[src/rtl/vga_line_fetch_arbiter_if.sv]
// Signal bundle between the line-fetch arbiter and its surroundings:
// timing driver, pixel writer, framebuffer RAM and scan-out line buffer.
interface vga_line_fetch_arbiter_if #(
    parameter int DATA_W = 12,
    parameter int ADDR_W = 17,
    parameter int LB_AW  = 8
);
    // Writer handshake: wr_req is held with stable wr_addr/wr_data until
    // wr_ack pulses for one cycle, which is the cycle the RAM write is issued.
    // wr_req is ignored while wr_ack=1, so back-to-back writes take 2 cycles.
    logic              line_req;
    logic [9:0]        line_num;
    logic              wr_req;
    logic [ADDR_W-1:0] wr_addr;
    logic [DATA_W-1:0] wr_data;
    logic              wr_ack;
    logic              ram_en;
    logic              ram_we;
    logic [ADDR_W-1:0] ram_addr;
    logic [DATA_W-1:0] ram_wdata;
    logic [DATA_W-1:0] ram_rdata;
    logic              lb_we;
    logic [LB_AW-1:0]  lb_addr;
    logic [DATA_W-1:0] lb_wdata;
    logic              fill_busy;
    logic              fill_overrun;

    modport slave (
        input  line_req, line_num, wr_req, wr_addr, wr_data, ram_rdata,
        output wr_ack, ram_en, ram_we, ram_addr, ram_wdata,
               lb_we, lb_addr, lb_wdata, fill_busy, fill_overrun
    );

    modport master (
        output line_req, line_num, wr_req, wr_addr, wr_data, ram_rdata,
        input  wr_ack, ram_en, ram_we, ram_addr, ram_wdata,
               lb_we, lb_addr, lb_wdata, fill_busy, fill_overrun
    );
endinterface

[src/rtl/vga_line_fetch_arbiter.sv]
// Single-port framebuffer arbiter: line prefetch bursts into the scan-out
// line buffer take priority; single-word pixel writes fill the idle gaps.
module vga_line_fetch_arbiter #(
    parameter int DATA_W         = 12,
    parameter int ADDR_W         = 17,
    parameter int WORDS_PER_LINE = 160,
    parameter int LB_AW          = 8
) (
    input  logic                     clk_vga,
    input  logic                     rst_n,
    vga_line_fetch_arbiter_if.slave  bus,
    output logic [1:0]               dbg_state
);
    typedef enum logic [1:0] {
        IDLE  = 2'd0,
        FILL  = 2'd1,
        DRAIN = 2'd2
    } state_t;

    localparam logic [LB_AW-1:0] LAST_IDX = LB_AW'(WORDS_PER_LINE - 1);

    state_t            state;
    logic [ADDR_W-1:0] base;
    logic [LB_AW-1:0]  idx;
    logic [LB_AW-1:0]  idx_next;
    logic [ADDR_W-1:0] line_base;

    assign idx_next  = idx + LB_AW'(1);
    // Product wraps modulo 2^ADDR_W by truncation.
    assign line_base = ADDR_W'(bus.line_num) * ADDR_W'(WORDS_PER_LINE);
    assign dbg_state = state;
    assign bus.lb_wdata = bus.lb_we ? bus.ram_rdata : '0;

    always_ff @(posedge clk_vga or negedge rst_n) begin
        if (!rst_n) begin
            state            <= IDLE;
            base             <= '0;
            idx              <= '0;
            bus.ram_en       <= 1'b0;
            bus.ram_we       <= 1'b0;
            bus.ram_addr     <= '0;
            bus.ram_wdata    <= '0;
            bus.wr_ack       <= 1'b0;
            bus.lb_we        <= 1'b0;
            bus.lb_addr      <= '0;
            bus.fill_busy    <= 1'b0;
            bus.fill_overrun <= 1'b0;
        end else begin
            // Line-buffer write trails each read issue by the RAM latency.
            bus.lb_we   <= (state == FILL);
            bus.lb_addr <= (state == FILL) ? idx : '0;
            bus.wr_ack  <= 1'b0;
            case (state)
                IDLE: begin
                    if (bus.line_req) begin
                        base          <= line_base;
                        idx           <= '0;
                        bus.ram_en    <= 1'b1;
                        bus.ram_we    <= 1'b0;
                        bus.ram_addr  <= line_base;
                        bus.fill_busy <= 1'b1;
                        state         <= FILL;
                    end else if (bus.wr_req && !bus.wr_ack) begin
                        bus.ram_en    <= 1'b1;
                        bus.ram_we    <= 1'b1;
                        bus.ram_addr  <= bus.wr_addr;
                        bus.ram_wdata <= bus.wr_data;
                        bus.wr_ack    <= 1'b1;
                    end else begin
                        bus.ram_en    <= 1'b0;
                        bus.ram_we    <= 1'b0;
                    end
                end
                FILL: begin
                    if (bus.line_req) bus.fill_overrun <= 1'b1;
                    if (idx == LAST_IDX) begin
                        bus.ram_en <= 1'b0;
                        state      <= DRAIN;
                    end else begin
                        idx          <= idx_next;
                        bus.ram_addr <= base + ADDR_W'(idx_next);
                    end
                end
                DRAIN: begin
                    if (bus.line_req) bus.fill_overrun <= 1'b1;
                    bus.fill_busy <= 1'b0;
                    state         <= IDLE;
                end
                default: state <= IDLE;
            endcase
        end
    end
endmodule

[src/flat_wrapper.sv]
// flat-port wrapper written by rule: the top's interface ports become plain ports
module vga_line_fetch_arbiter_flat 
#(
    parameter int DATA_W         = 12,
    parameter int ADDR_W         = 17,
    parameter int WORDS_PER_LINE = 160,
    parameter int LB_AW          = 8
)
  (clk_vga, rst_n, dbg_state, bus_line_req, bus_line_num, bus_wr_req, bus_wr_addr, bus_wr_data, bus_ram_rdata, bus_wr_ack, bus_ram_en, bus_ram_we, bus_ram_addr, bus_ram_wdata, bus_lb_we, bus_lb_addr, bus_lb_wdata, bus_fill_busy, bus_fill_overrun);
  vga_line_fetch_arbiter_if #(.DATA_W(DATA_W), .ADDR_W(ADDR_W), .LB_AW(LB_AW)) bus_i ();
  input  logic clk_vga;
  input  logic rst_n;
  output logic [1:0] dbg_state;
  input wire logic [$bits(bus_i.line_req)-1:0] bus_line_req;
  input wire logic [$bits(bus_i.line_num)-1:0] bus_line_num;
  input wire logic [$bits(bus_i.wr_req)-1:0] bus_wr_req;
  input wire logic [$bits(bus_i.wr_addr)-1:0] bus_wr_addr;
  input wire logic [$bits(bus_i.wr_data)-1:0] bus_wr_data;
  input wire logic [$bits(bus_i.ram_rdata)-1:0] bus_ram_rdata;
  output wire logic [$bits(bus_i.wr_ack)-1:0] bus_wr_ack;
  output wire logic [$bits(bus_i.ram_en)-1:0] bus_ram_en;
  output wire logic [$bits(bus_i.ram_we)-1:0] bus_ram_we;
  output wire logic [$bits(bus_i.ram_addr)-1:0] bus_ram_addr;
  output wire logic [$bits(bus_i.ram_wdata)-1:0] bus_ram_wdata;
  output wire logic [$bits(bus_i.lb_we)-1:0] bus_lb_we;
  output wire logic [$bits(bus_i.lb_addr)-1:0] bus_lb_addr;
  output wire logic [$bits(bus_i.lb_wdata)-1:0] bus_lb_wdata;
  output wire logic [$bits(bus_i.fill_busy)-1:0] bus_fill_busy;
  output wire logic [$bits(bus_i.fill_overrun)-1:0] bus_fill_overrun;
  assign bus_i.line_req = bus_line_req;
  assign bus_i.line_num = bus_line_num;
  assign bus_i.wr_req = bus_wr_req;
  assign bus_i.wr_addr = bus_wr_addr;
  assign bus_i.wr_data = bus_wr_data;
  assign bus_i.ram_rdata = bus_ram_rdata;
  assign bus_wr_ack = bus_i.wr_ack;
  assign bus_ram_en = bus_i.ram_en;
  assign bus_ram_we = bus_i.ram_we;
  assign bus_ram_addr = bus_i.ram_addr;
  assign bus_ram_wdata = bus_i.ram_wdata;
  assign bus_lb_we = bus_i.lb_we;
  assign bus_lb_addr = bus_i.lb_addr;
  assign bus_lb_wdata = bus_i.lb_wdata;
  assign bus_fill_busy = bus_i.fill_busy;
  assign bus_fill_overrun = bus_i.fill_overrun;
  vga_line_fetch_arbiter #(.DATA_W(DATA_W), .ADDR_W(ADDR_W), .WORDS_PER_LINE(WORDS_PER_LINE), .LB_AW(LB_AW)) u_core (.clk_vga(clk_vga), .rst_n(rst_n), .bus(bus_i), .dbg_state(dbg_state));
endmodule
[config.mk]
export PLATFORM = sky130hd
export DESIGN_NAME = vga_line_fetch_arbiter_flat
export DESIGN_NICKNAME = d
export VERILOG_FILES = /design/src/rtl/vga_line_fetch_arbiter_if.sv /design/src/rtl/vga_line_fetch_arbiter.sv /design/src/flat_wrapper.sv
export SDC_FILE = /design/constraint.sdc
export NUM_CORES = 1
export LEC_CHECK = 0
export CAP_MARGIN = 25
export CORE_ASPECT_RATIO = 0.7
export CORE_MARGIN = 4
export CORE_UTILIZATION = 25
export DETAILED_ROUTE_END_ITERATION = 8
export HOLD_SLACK_MARGIN = 0.05
export SLEW_MARGIN = 5
export SYNTH_ARGS = -nofsm -noshare
export SYNTH_HDL_FRONTEND = slang
export SYNTH_SLANG_ARGS = --single-unit
export TNS_END_PERCENT = 20
[constraint.sdc]
create_clock -name clk_vga -period 3.05 [get_ports clk_vga]
set_clock_uncertainty 0.1 [all_clocks]
set_input_delay 0.305 -clock clk_vga [delete_from_list [all_inputs] [get_ports clk_vga]]
set_output_delay 0.305 -clock clk_vga [all_outputs]
set_load 0.03 [all_outputs]
* After elaboration in Yosys (flattened, before gate mapping)
Index checks and enable logic that the tools add are counted.
Operators by class: add/subtract/negate cells 2, multiply operators 1, eq/ne operators 7, mux-type cells 20, bitwise operators 1, reductions and logical operators 14
Operators with widths (count):
- 2-to-1 mux 17 bit | 3
- case mux 17 bit (2 select lines) | 1
- 2-to-1 mux 8 bit | 3
- adder 17 x 8 -> 17 bit | 1
- case mux 8 bit (2 select lines) | 1
- multiplier 10 x 3 -> 12 bit (second input constant) | 1
- 2-to-1 mux 12 bit | 1
- AND reduction 2 bit | 5
- AND reduction 3 bit | 3
- adder 8 x 1 -> 8 bit (second input constant) | 1
- equality test 8 bit (second input constant) | 1
- 2-to-1 mux 1 bit | 6
- inequality test 2 bit (second input constant) | 3
- 2-to-1 mux 2 bit | 2
- case mux 1 bit (2 select lines) | 2
- case mux 2 bit (2 select lines) | 1
- nonzero test 2 bit | 2
- inequality test 3 x 2 -> 1 bit (second input constant) | 1
- equality test 2 x 1 -> 1 bit (second input constant) | 1
- equality test 2 bit (second input constant) | 1
- logical NOT 2 bit | 1
- OR reduction 2 bit | 1
- logical AND 1 bit | 1
- logical NOT 1 bit | 1
- inverter 1 bit | 1
Storage, ports and cells: flip-flop bits (word level) 65, input port bits 55, word-level logic and storage cells 57

* Depth between registers and ports, before layout
depth in word-level cells 5, mapped depth 11

* Worst setup path after synthesis
No wires, ideal clock.
path type reg-to-reg, from register u_core.idx[2], to register u_core.bus.ram_addr[15], setup time 130 ps, data arrival time 2302 ps, required time 2820 ps, slack 518 ps, stages on the path, launching flop included 12, path buffers 1, clock period less this slack 2532 ps, cell sequence dfrtp_1 > buf_2 > nand3_1 > nor2_1 > xor2_1 > ha_1 > fa_1 > a21o_1 > nand4_1 > xnor2_1 > a221oi_1 > o22ai_1
Between the ends: cells in the longest elaborated chain, start to end 4
Ends and longest elaborated chain:
- start: declaration | RTL line vga_line_fetch_arbiter.sv:24 | logic [LB_AW-1:0] idx;
- start signal: assignment | RTL line vga_line_fetch_arbiter.sv:80 | idx <= idx_next;
- adder 8 x 1 -> 8 bit | RTL line vga_line_fetch_arbiter.sv:28 | assign idx_next = idx + LB_AW'(1);
- adder 17 x 8 -> 17 bit | RTL line vga_line_fetch_arbiter.sv:81 | bus.ram_addr <= base + ADDR_W'(idx_next);
- 2-to-1 mux 17 bit | RTL line vga_line_fetch_arbiter.sv:76 | if (idx == LAST_IDX) begin
- case mux 17 bit (2 select lines) | RTL line vga_line_fetch_arbiter.sv:53 | case (state)
- end signal: assignment | RTL line vga_line_fetch_arbiter.sv:60 | bus.ram_addr <= line_base;
- end signal: assignment | RTL line vga_line_fetch_arbiter.sv:66 | bus.ram_addr <= bus.wr_addr;
- end signal: assignment | RTL line vga_line_fetch_arbiter.sv:81
- end: declaration | RTL line vga_line_fetch_arbiter_if.sv:30 | output wr_ack, ram_en, ram_we, ram_addr, ram_wdata,
Several ways; a longest one is shown, not always the timed one. The select of a mux whose other input is x is not followed. A chain may end at the register's enable or synchronous reset.

* Final worst setup path
Same ends and word-level chain as after synthesis.

==> flow_summary.toml <==
[run_status]
status = "finished clean"

[critical_path]
required_ns = 3.14
slowest_delay_ns = 0.47
slowest_stage = "dfrtp_1"
path_class = "flop to flop"
end_kind = "flop"
crit_fanout = 8
cp-start-kind = "flop"
worstPathArrival_ns = 2.98
path_cells = "nand3_1 > nor2_1 > xor2_1 > ha_1 > fa_1 > a21o_1 > nand4_1 > xnor2_1 > a221oi_1 > o22ai_1"

[sta]
setup_ws_ns = 0.163
relSlewSlack_pct = 41.7
drv_slew = 0
tightest_slew_ns = 0.874
fmax_mhz = 346
period_needed_ns = 2.89
rsz0062_at_grt = "false"
fin_tns_setup_ns = 0
finalHoldViolations = 0
setup_violations = 0
post-route-period-util_pct = 94.7

[finish]
fin_cells = 663
final_area_um2 = 5280
area_growth_pct = 42.0
num-nets-final = 549
diodes = 0
nFillCells = 1441
fin_util_pct = 37.1
drive_above_1_share_pct = 12.3

[cts]
cts-buffers-inserted = 9
cts_tree = "done"
cts_sinks = 65
ctsRootBufferMaster = "clkbuf_16"
path_clk_slew_ns = 0.05
clock_latency_ns = 0.33
cts_hold_buf = 0
htree_num_levels = 3
cts_buffer_depth = 2

[die]
start_util_pct = 26.1
io_pins = 112
dieHeight_um = 110
row_count = 36
die_w_um = 154
dieArea_um2 = 16900
core_region_area_um2 = 14200

[yosys]
synth-compound-area-share_pct = 14.1
yosysMostFrequentCell = "dfrtp_1"
async_reset_ff_share_pct = 100
synth_top_flop_cell = "dfrtp_1"
synth_adder_area_share_pct = 8.82
syn_avg_cell_area_um2 = 10.4
yosysSeqAreaShare_pct = 43.8
synth_top_family_by_area = "simple AND/OR/NAND/NOR gates"
synthTopCellsByArea = "dfrtp_1, ha_1, mux2_2, and2_1, nand2_1"
synth.distinct_cells = 54
yosysTopAreaCell = "dfrtp_1"
ys_top_cells_by_count = "dfrtp_1, nand2_1, ha_1, nor2_1, o21ai_0"
synth_area_um2 = 3720
syn_inst = 357
synth_seq_cells = 65
yosysWarnings = 0
syn_nets = 437
netlist.area_leader.share_pct = 43.8
synth_mux_area_share_pct = 8.55
synth-edff-count = 0
synth_xor_area_share_pct = 4.48
synthSimpleGateAreaFrac_pct = 16.5

[placed_design]
dp.final_hpwl_mm = 8.27
postPlaceCellArea_um2 = 5000
place_congestion = 0.837
dp_slack_ns = -0.0375
io_buffers = 111
dp_cells = 648

[drt]
wl_mm = 10.9
drt_iter0_markers = 149
firstDrtPassIters = 4
final_antenna_net_count = 0
route.detailed.drc = 0
vias = 3102
viasPerCell = 4.68
wire_per_inst_um = 16.5

[min_path]
hp-class = "input port to async pin"

[global_routing]
grt_pass1_vias = 3186
grt-ovfl-total = 0
antenna_found_initial = 0
grt_max_degree = 66
grtUsageTotal_pct = 12.8
grt_first_pass_wirelength_mm = 17.0

[power]
power.leakage_nw = 2.26
power_density_nw_per_um2 = 937
peakVddDrop_v = 0.000454

[job]
cap_viol_max_count = 0
worst paths after layout:
kind                                               startpoint                             endpoint  slack (ns)  depth (start not counted)
worst min-delay path                                    rst_n      u_core.bus.lb_addr[4]$_DFF_PN0_        0.06                          2
max in group asynchronous                               rst_n          u_core.base[14]$_DFFE_PN0P_        2.20                          2
worst min register to register  u_core.bus.ram_en$_DFFE_PN0P_        u_core.bus.ram_en$_DFFE_PN0P_        0.38                          2
worst max-delay path                u_core.idx[2]$_DFFE_PN0P_  u_core.bus.ram_addr[15]$_DFFE_PN0P_        0.16                         10
min in group clk_vga            u_core.bus.ram_en$_DFFE_PN0P_        u_core.bus.ram_en$_DFFE_PN0P_        0.38                          2
worst max register to register      u_core.idx[2]$_DFFE_PN0P_  u_core.bus.ram_addr[15]$_DFFE_PN0P_        0.16                         10
kinds of logic after synthesis:
group           after synthesis
fa+ha+maj                    25
buf+inv                      25
compound gates               79
simple gates                115
mux                          29
flops                        65
xor+xnor                     19
area by class of cell:
cell class / count / area, um^2 / share of cell area [%]
inverters: 8 / 30.0 / 0.569
flip-flops and latches: 65 / 1630 / 30.8
multi-input cells: 267 / 1960 / 37.1
clock buffers: 12 / 246 / 4.67
well taps: 190 / 238 / 4.51
clock inverters: 3 / 17.5 / 0.332
repair buffers: 118 / 1160 / 22.0
per-layer routing:
layer	vias up	track usage (%)	share of wire, %
li1	1496	-	-
met1	1484	16.8	47
met2	106	19.7	43
met3	16	5.27	7.9
met4	0	3.59	1.8
met5	-	0	0
flip-flops by register name, indices dropped and copies added, names as in the netlist:
signal,count
u_core.base,12
u_core.bus.fill_busy,1
u_core.bus.fill_overrun,1
u_core.bus.lb_addr,8
u_core.bus.lb_we,1
u_core.bus.ram_addr,17
u_core.bus.ram_en,1
u_core.bus.ram_wdata,12
u_core.bus.ram_we,1
u_core.bus.wr_ack,1
u_core.dbg_state,2
u_core.idx,8
layout by cell type, fill, tap and decap left out, types with 10 or more instances in the layout:
cell,n
a21o_1,10
a21oi_1,15
and2_1,22
clkdlybuf4s50_1,110
dfrtp_1,65
ha_1,23
mux2_2,22
nand2_1,34
nor2_1,23
o21ai_0,23
xnor2_1,12
timing repair:
item / in CTS / in global routing
resized for setup: 0 / 1
endpoints found under the hold margin: 0 / 0
setup buffers: 0 / 0
setup endpoints to repair: 0 / 1
stage by stage:
stage | hold WS, ns | power [W]
2_1_floorplan | -0.0906 | 0.00305
3_3_place_gp | 0.354 | 0.00398
3_5_place_dp | 0.361 | 0.00405
4_1_cts | 0.112 | 0.00501
5_1_grt | 0.156 | 0.00527
6_report | 0.0624 | 0.00494
worst max-delay path: cells and delay by family (launching register included):
family                     cells  cell delay (ns)
AOI/OAI and AO/OA              3             0.70
adders and majority gates      2             0.67
and+or+nand+nor                3             0.59
DFF                            1             0.47
xor gates and xnor gates       2             0.22
where the power goes:
group	internal (W)	leakage, nW	total (W)	switching, W
logic	0.00107	1.33	0.00254	0.00147
registers	0.00121	0.805	0.00148	0.000275
clock network	0.000565	0.128	0.000926	0.000362
Power figures use the tool's default switching activity.
